**config.mk**
```make
export PLATFORM = sky130hd
export DESIGN_NAME = axi_spi_csr
export DESIGN_NICKNAME = d
export VERILOG_FILES = /design/src/rtl/axi_spi_csr_pkg.sv /design/src/rtl/axi_lite_wr_ctrl.sv /design/src/rtl/axi_spi_csr.sv
export SDC_FILE = /design/constraint.sdc
export NUM_CORES = 1
export LEC_CHECK = 0
export CAP_MARGIN = 30
export CORE_UTILIZATION = 40
export DETAILED_ROUTE_END_ITERATION = 16
export PLACE_DENSITY = 0.67
export SETUP_SLACK_MARGIN = 0.1
export SYNTH_ARGS = -nofsm -noshare
export SYNTH_HDL_FRONTEND = slang
export SYNTH_HIERARCHICAL = 1
export SYNTH_SLANG_ARGS = --single-unit
```
**constraint.sdc**
```tcl
create_clock -name GCLK -period 2.4 [get_ports GCLK]
set_input_delay 0.6 -clock GCLK [delete_from_list [all_inputs] [get_ports GCLK]]
set_output_delay 0.6 -clock GCLK [all_outputs]
set_load 0.05 [all_outputs]
```
**src/rtl/axi_spi_csr_pkg.sv**
```systemverilog
// axi_spi_csr_pkg: register offsets, field positions and AXI response codes for the SPI CSR block.
package axi_spi_csr_pkg;
    localparam logic [2:0] REG_CTRL   = 3'd0;
    localparam logic [2:0] REG_STATUS = 3'd1;
    localparam logic [2:0] REG_TIMING = 3'd2;
    localparam logic [2:0] REG_TXDATA = 3'd3;
    localparam logic [2:0] REG_RXDATA = 3'd4;
    localparam int CTRL_START = 0;
    localparam int CTRL_MODE  = 1;
    localparam int CTRL_SPEED = 3;
    localparam int CTRL_WLEN  = 5;
    localparam int STAT_DONE  = 1;
    localparam int TIM_IFG    = 0;
    localparam int TIM_CS_SCK = 8;
    localparam int TIM_SCK_CS = 16;
    localparam logic [1:0] RESP_OKAY   = 2'b00;
    localparam logic [1:0] RESP_SLVERR = 2'b10;
endpackage

```
**src/rtl/axi_lite_wr_ctrl.sv**
```systemverilog
// axi_lite_wr_ctrl: one-entry AW and W buffers, commit strobe when both are held, and the B handshake.
module axi_lite_wr_ctrl #(
    parameter int ADDR_W = 5
) (
    input  logic              GCLK,
    input  logic              RST,
    input  logic              en,
    input  logic [ADDR_W-1:0] S_AXI_AWADDR,
    input  logic              S_AXI_AWVALID,
    output logic              S_AXI_AWREADY,
    input  logic [31:0]       S_AXI_WDATA,
    input  logic [3:0]        S_AXI_WSTRB,
    input  logic              S_AXI_WVALID,
    output logic              S_AXI_WREADY,
    output logic [1:0]        S_AXI_BRESP,
    output logic              S_AXI_BVALID,
    input  logic              S_AXI_BREADY,
    input  logic [1:0]        commit_resp,
    output logic              commit,
    output logic [ADDR_W-1:0] commit_addr,
    output logic [31:0]       commit_data,
    output logic [3:0]        commit_strb
);
    logic aw_full, w_full;
    assign S_AXI_AWREADY = en && !aw_full && !S_AXI_BVALID;
    assign S_AXI_WREADY  = en && !w_full && !S_AXI_BVALID;
    assign commit        = aw_full && w_full;
    always_ff @(posedge GCLK or negedge RST) begin
        if (!RST) begin
            aw_full      <= 1'b0;
            w_full       <= 1'b0;
            commit_addr  <= '0;
            commit_data  <= '0;
            commit_strb  <= '0;
            S_AXI_BVALID <= 1'b0;
            S_AXI_BRESP  <= 2'b00;
        end else begin
            if (S_AXI_AWVALID && S_AXI_AWREADY) begin
                aw_full     <= 1'b1;
                commit_addr <= S_AXI_AWADDR;
            end
            if (S_AXI_WVALID && S_AXI_WREADY) begin
                w_full      <= 1'b1;
                commit_data <= S_AXI_WDATA;
                commit_strb <= S_AXI_WSTRB;
            end
            if (commit) begin
                aw_full      <= 1'b0;
                w_full       <= 1'b0;
                S_AXI_BVALID <= 1'b1;
                S_AXI_BRESP  <= commit_resp;
            end else if (S_AXI_BREADY) begin
                S_AXI_BVALID <= 1'b0;
            end
        end
    end
endmodule

```
**src/rtl/axi_spi_csr.sv**
```systemverilog
// axi_spi_csr: AXI4-Lite register file driving SPI_regs configuration/TX/start and capturing busy/MISO results.
module axi_spi_csr
    import axi_spi_csr_pkg::*;
#(
    parameter int ADDR_W = 5
) (
    input  logic              GCLK,
    input  logic              RST,
    input  logic [ADDR_W-1:0] S_AXI_AWADDR,
    input  logic              S_AXI_AWVALID,
    output logic              S_AXI_AWREADY,
    input  logic [31:0]       S_AXI_WDATA,
    input  logic [3:0]        S_AXI_WSTRB,
    input  logic              S_AXI_WVALID,
    output logic              S_AXI_WREADY,
    output logic [1:0]        S_AXI_BRESP,
    output logic              S_AXI_BVALID,
    input  logic              S_AXI_BREADY,
    input  logic [ADDR_W-1:0] S_AXI_ARADDR,
    input  logic              S_AXI_ARVALID,
    output logic              S_AXI_ARREADY,
    output logic [31:0]       S_AXI_RDATA,
    output logic [1:0]        S_AXI_RRESP,
    output logic              S_AXI_RVALID,
    input  logic              S_AXI_RREADY,
    output logic              start_out,
    output logic [1:0]        spi_mode_out,
    output logic [1:0]        sck_speed_out,
    output logic [1:0]        word_len_out,
    output logic [7:0]        IFG_out,
    output logic [7:0]        CS_SCK_out,
    output logic [7:0]        SCK_CS_out,
    output logic [31:0]       mosi_data_out,
    input  logic              busy_in,
    input  logic [31:0]       miso_data_in
);
    logic en, busy_q, pending, done, busy, rise, fall;
    logic wr_commit, wr_bad, wr_lock, wr_en, start, done_clr;
    logic [ADDR_W-1:0] wr_addr;
    logic [31:0] wr_data, rxdata, rd_val;
    logic [3:0] wr_strb;
    logic [1:0] wr_resp;
    logic [2:0] wi, ri;
    logic unused_addr_lsbs;
    axi_lite_wr_ctrl #(.ADDR_W(ADDR_W)) u_wr (
        .GCLK(GCLK), .RST(RST), .en(en),
        .S_AXI_AWADDR(S_AXI_AWADDR), .S_AXI_AWVALID(S_AXI_AWVALID), .S_AXI_AWREADY(S_AXI_AWREADY),
        .S_AXI_WDATA(S_AXI_WDATA), .S_AXI_WSTRB(S_AXI_WSTRB), .S_AXI_WVALID(S_AXI_WVALID),
        .S_AXI_WREADY(S_AXI_WREADY), .S_AXI_BRESP(S_AXI_BRESP), .S_AXI_BVALID(S_AXI_BVALID),
        .S_AXI_BREADY(S_AXI_BREADY), .commit_resp(wr_resp), .commit(wr_commit),
        .commit_addr(wr_addr), .commit_data(wr_data), .commit_strb(wr_strb)
    );
    assign unused_addr_lsbs = ^{wr_addr[1:0], S_AXI_ARADDR[1:0]};
    assign busy     = pending | busy_in;
    assign rise     = busy_in & ~busy_q;
    assign fall     = busy_q & ~busy_in;
    assign wi       = wr_addr[4:2];
    assign ri       = S_AXI_ARADDR[4:2];
    assign wr_bad   = wi > REG_RXDATA;
    assign wr_lock  = busy && (wi == REG_CTRL || wi == REG_TIMING || wi == REG_TXDATA);
    assign wr_resp  = (wr_bad || wr_lock) ? RESP_SLVERR : RESP_OKAY;
    assign wr_en    = wr_commit && !wr_bad && !wr_lock;
    assign start    = wr_en && wi == REG_CTRL && wr_strb[0] && wr_data[CTRL_START];
    assign done_clr = wr_commit && wi == REG_STATUS && wr_strb[0] && wr_data[STAT_DONE];
    assign S_AXI_ARREADY = en && !S_AXI_RVALID;
    // Read data is sampled at the AR edge, so a same-edge write commit is not yet visible.
    always_comb begin
        rd_val = ri == REG_CTRL   ? {25'd0, word_len_out, sck_speed_out, spi_mode_out, 1'b0} :
                 ri == REG_STATUS ? {30'd0, done, busy} :
                 ri == REG_TIMING ? {8'd0, SCK_CS_out, CS_SCK_out, IFG_out} :
                 ri == REG_TXDATA ? mosi_data_out :
                 ri == REG_RXDATA ? rxdata : 32'd0;
    end
    always_ff @(posedge GCLK or negedge RST) begin
        if (!RST) begin
            en            <= 1'b0;
            busy_q        <= 1'b0;
            pending       <= 1'b0;
            done          <= 1'b0;
            start_out     <= 1'b0;
            spi_mode_out  <= '0;
            sck_speed_out <= '0;
            word_len_out  <= '0;
            IFG_out       <= '0;
            CS_SCK_out    <= '0;
            SCK_CS_out    <= '0;
            mosi_data_out <= '0;
            rxdata        <= '0;
            S_AXI_RVALID  <= 1'b0;
            S_AXI_RDATA   <= '0;
            S_AXI_RRESP   <= 2'b00;
        end else begin
            en        <= 1'b1;
            busy_q    <= busy_in;
            start_out <= start;
            pending   <= start | (pending & ~rise);
            done      <= fall | (done & ~done_clr);
            if (fall) rxdata <= miso_data_in;
            if (wr_en && wi == REG_CTRL && wr_strb[0]) begin
                spi_mode_out  <= wr_data[CTRL_MODE+:2];
                sck_speed_out <= wr_data[CTRL_SPEED+:2];
                word_len_out  <= wr_data[CTRL_WLEN+:2];
            end
            if (wr_en && wi == REG_TIMING) begin
                if (wr_strb[TIM_IFG/8])    IFG_out    <= wr_data[TIM_IFG+:8];
                if (wr_strb[TIM_CS_SCK/8]) CS_SCK_out <= wr_data[TIM_CS_SCK+:8];
                if (wr_strb[TIM_SCK_CS/8]) SCK_CS_out <= wr_data[TIM_SCK_CS+:8];
            end
            for (int b = 0; b < 4; b++)
                if (wr_en && wi == REG_TXDATA && wr_strb[b]) mosi_data_out[8*b+:8] <= wr_data[8*b+:8];
            if (S_AXI_ARVALID && S_AXI_ARREADY) begin
                S_AXI_RVALID <= 1'b1;
                S_AXI_RDATA  <= rd_val;
                S_AXI_RRESP  <= ri > REG_RXDATA ? RESP_SLVERR : RESP_OKAY;
            end else if (S_AXI_RREADY) begin
                S_AXI_RVALID <= 1'b0;
            end
        end
    end
endmodule

```
==> results by group <==
GRT
  • First-pass GRT wire length: 29,600 um
  • Initial antenna violation count: 0
  • Vias in the first global route: 5,400
  • Most used routing layer: met2
  • GRT Overall Usage: 21.1%
  • M2 GR Usage: 33.8%
  • GR met1 Demand/Resource: 28.0%
  • Total gr overflow: 0
  • Largest net degree at the start of global routing: 54
  • Met3 GRT Util: 5.56%

Timing
  • Max Fclk: 442 MHz
  • Unrepaired setup endpoints after global routing: false
  • Worst setup margin: 0.137 ns
  • Final Cycle Share: 94.3%
  • Finish-stage setup viols: 0
  • Final Slew Violations: 0
  • Least-Margin Pin Slew: 0.557 ns
  • Final Hold Fails: 0
  • Setup TNS: 0 ns
  • Final setup skew: 0.00959 ns
  • Final min period: 2.26 ns
  • Max transition margin: 62.8%

Final layout
  • Fill cell count: 1,450
  • ANT cells: 0
  • Final Cell Area: 0.0104 sq mm
  • Layout net count: 842
  • Share of cells above drive strength 1: 24.3%
  • Syn-to-layout area delta: 41.5%
  • Final core utilization: 57.9%

Setup path
  • CP Capture Type: output port
  • CP bufs+invs: 1
  • CP required: 1.80 ns
  • Arrival @ worst endpoint: 1.66 ns
  • Slowest CP cell: clkdlybuf4s50_1
  • Critical Path Max Stage Delay: 0.83 ns
  • Worst Setup Path Type: reg -> out
  • Top delay family on crit path: buffers and inverters
  • CP Cell Sequence: clkdlybuf4s50_1
  • CP max FO: 3
  • Crit start category: flip-flop

Place
  • Placed Area: 0.00974 sq mm
  • Pre-CTS WS: -0.388 ns
  • Port Buffer Count: 184
  • GPL Wtd Cong: 0.817
  • DPL Wire Length: 13,000 um

Logic synthesis
  • Average size of a mapped cell: 13.3 sq um
  • Mapped Area: 0.00734 sq mm
  • Ys Warns: 6
  • Synthesized instance count: 550

Min path
  • Worst Hold Class: in -> async

Run status
  • Status: finished, final reports clean

Routing
  • First-pass DRT Iterations: 4
  • Drt drc: 0
  • Avg WL per Cell: 19.0 um
  • Post-route ant nets: 0
  • Via count: 5,191
  • Drt total wl: 19,000 um
  • Vias per inst: 5.20
  • 1st-iter DRT viols: 228

Floorplanning
  • Die W: 137 um
  • Initial core utilization: 40.9%
  • Die H: 137 um
  • Total I/O pin count: 190
  • Die area: 0.0189 sq mm
  • # rows: 49
  • Core Area: 0.0180 sq mm

Pwr
  • Pwr Density: 1180 mW/mm^2
  • Total power: 12.3 mW
  • Leak Pwr: 4.60 nW
  • Max VDD drop: 0.000684 V

Clock tree
  • Clock buffer depth: 2
  • Num CTS Buffers: 17
  • Clk sinks: 177
  • Postcts setup bufs: 0
  • CTS Hold Bufs: 0
  • Worst-path clk slew: 0.06 ns
  • Clk root buf: clkbuf_16
  • Clk_lat worst skew: 0.42 ns
  • TritonCTS clock tree: yes
  • CTS HTree Levels: 4

Run
  • Maxcap violations: 0
==> report_power, final <==
group	switching (mW)	internal, mW	leakage [nW]
logic	2.76	1.88	2.03
registers	0.797	3.94	2.27
clock network	1.12	1.76	0.298
==> path summary, 6_finish.rpt <==
kind,from,end,slack [ns],cells past startpoint
setup reg to reg,u_wr/aw_full,sck_speed_out[1],0.19,7
min in group GCLK,S_AXI_RDATA[7],S_AXI_RDATA[7],0.48,2
max in group asynchronous,RST,u_wr/commit_data[8],1.58,2
hold reg to reg,S_AXI_RDATA[7],S_AXI_RDATA[7],0.48,2
hold / removal,RST,u_wr/commit_data[20],0.14,1
setup / recovery,mosi_data_out[31],mosi_data_out[31],0.14,1
==> through the flow <==
| step | cells | hold slack, ns |
|---|---|---|
| 2_1_floorplan | 551 | 0.304 |
| 3_3_place_gp | 966 | 0.460 |
| 3_5_place_dp | 966 | 0.472 |
| 4_1_cts | 998 | 0.140 |
| 5_1_grt | 998 | 0.171 |
| 6_report | 998 | 0.137 |
==> registers in the layout, indices dropped and copies added (netlist names), 2 cells and up <==
name and flops:
S_AXI_RDATA 32, mosi_data_out 32, rxdata 32, u_wr/commit_data 32, CS_SCK_out 8, IFG_out 8, SCK_CS_out 8, u_wr/commit_strb 4
u_wr/commit_addr 3, sck_speed_out 2, spi_mode_out 2, u_wr/S_AXI_BRESP 2, word_len_out 2
==> final cells by class <==
cell class / instances / area (sq um) / area share, %
sequential: 177 / 4430 / 42.6
multi-input combinational: 333 / 2770 / 26.7
timing repair buffer: 221 / 2260 / 21.8
clock buffer: 25 / 495 / 4.77
tap: 229 / 287 / 2.76
clock inverter: 7 / 124 / 1.19
inverter: 6 / 22.5 / 0.217
==> per-layer routing <==
layer / wire (um) / vias to the layer above / share of wire, %
li1: - / 2390 / -
met1: 8540 / 2631 / 45
met2: 9070 / 156 / 48
met3: 1170 / 14 / 6.1
met4: 195 / 0 / 1.0
met5: 0 / - / 0
==> cells in the final DEF, fill, tap and decap left out, drive strengths merged, types with 6 or more instances in the layout <==
cell             n
dfrtp          177
clkdlybuf4s50  176
mux2           135
buf             41
nand2           38
clkbuf          25
nor2            24
o21ai           21
a21oi           20
a22oi           19
a2bb2oi         18
o31ai           17
inv              6
nor2b            6
==> repair_timing <==
action	in CTS	in global routing
hold endpoints to repair	0	0
resized for setup	5	7
pin swaps	0	1
endpoints found under the setup margin	29	31
(Power assumes the default switching activity.)
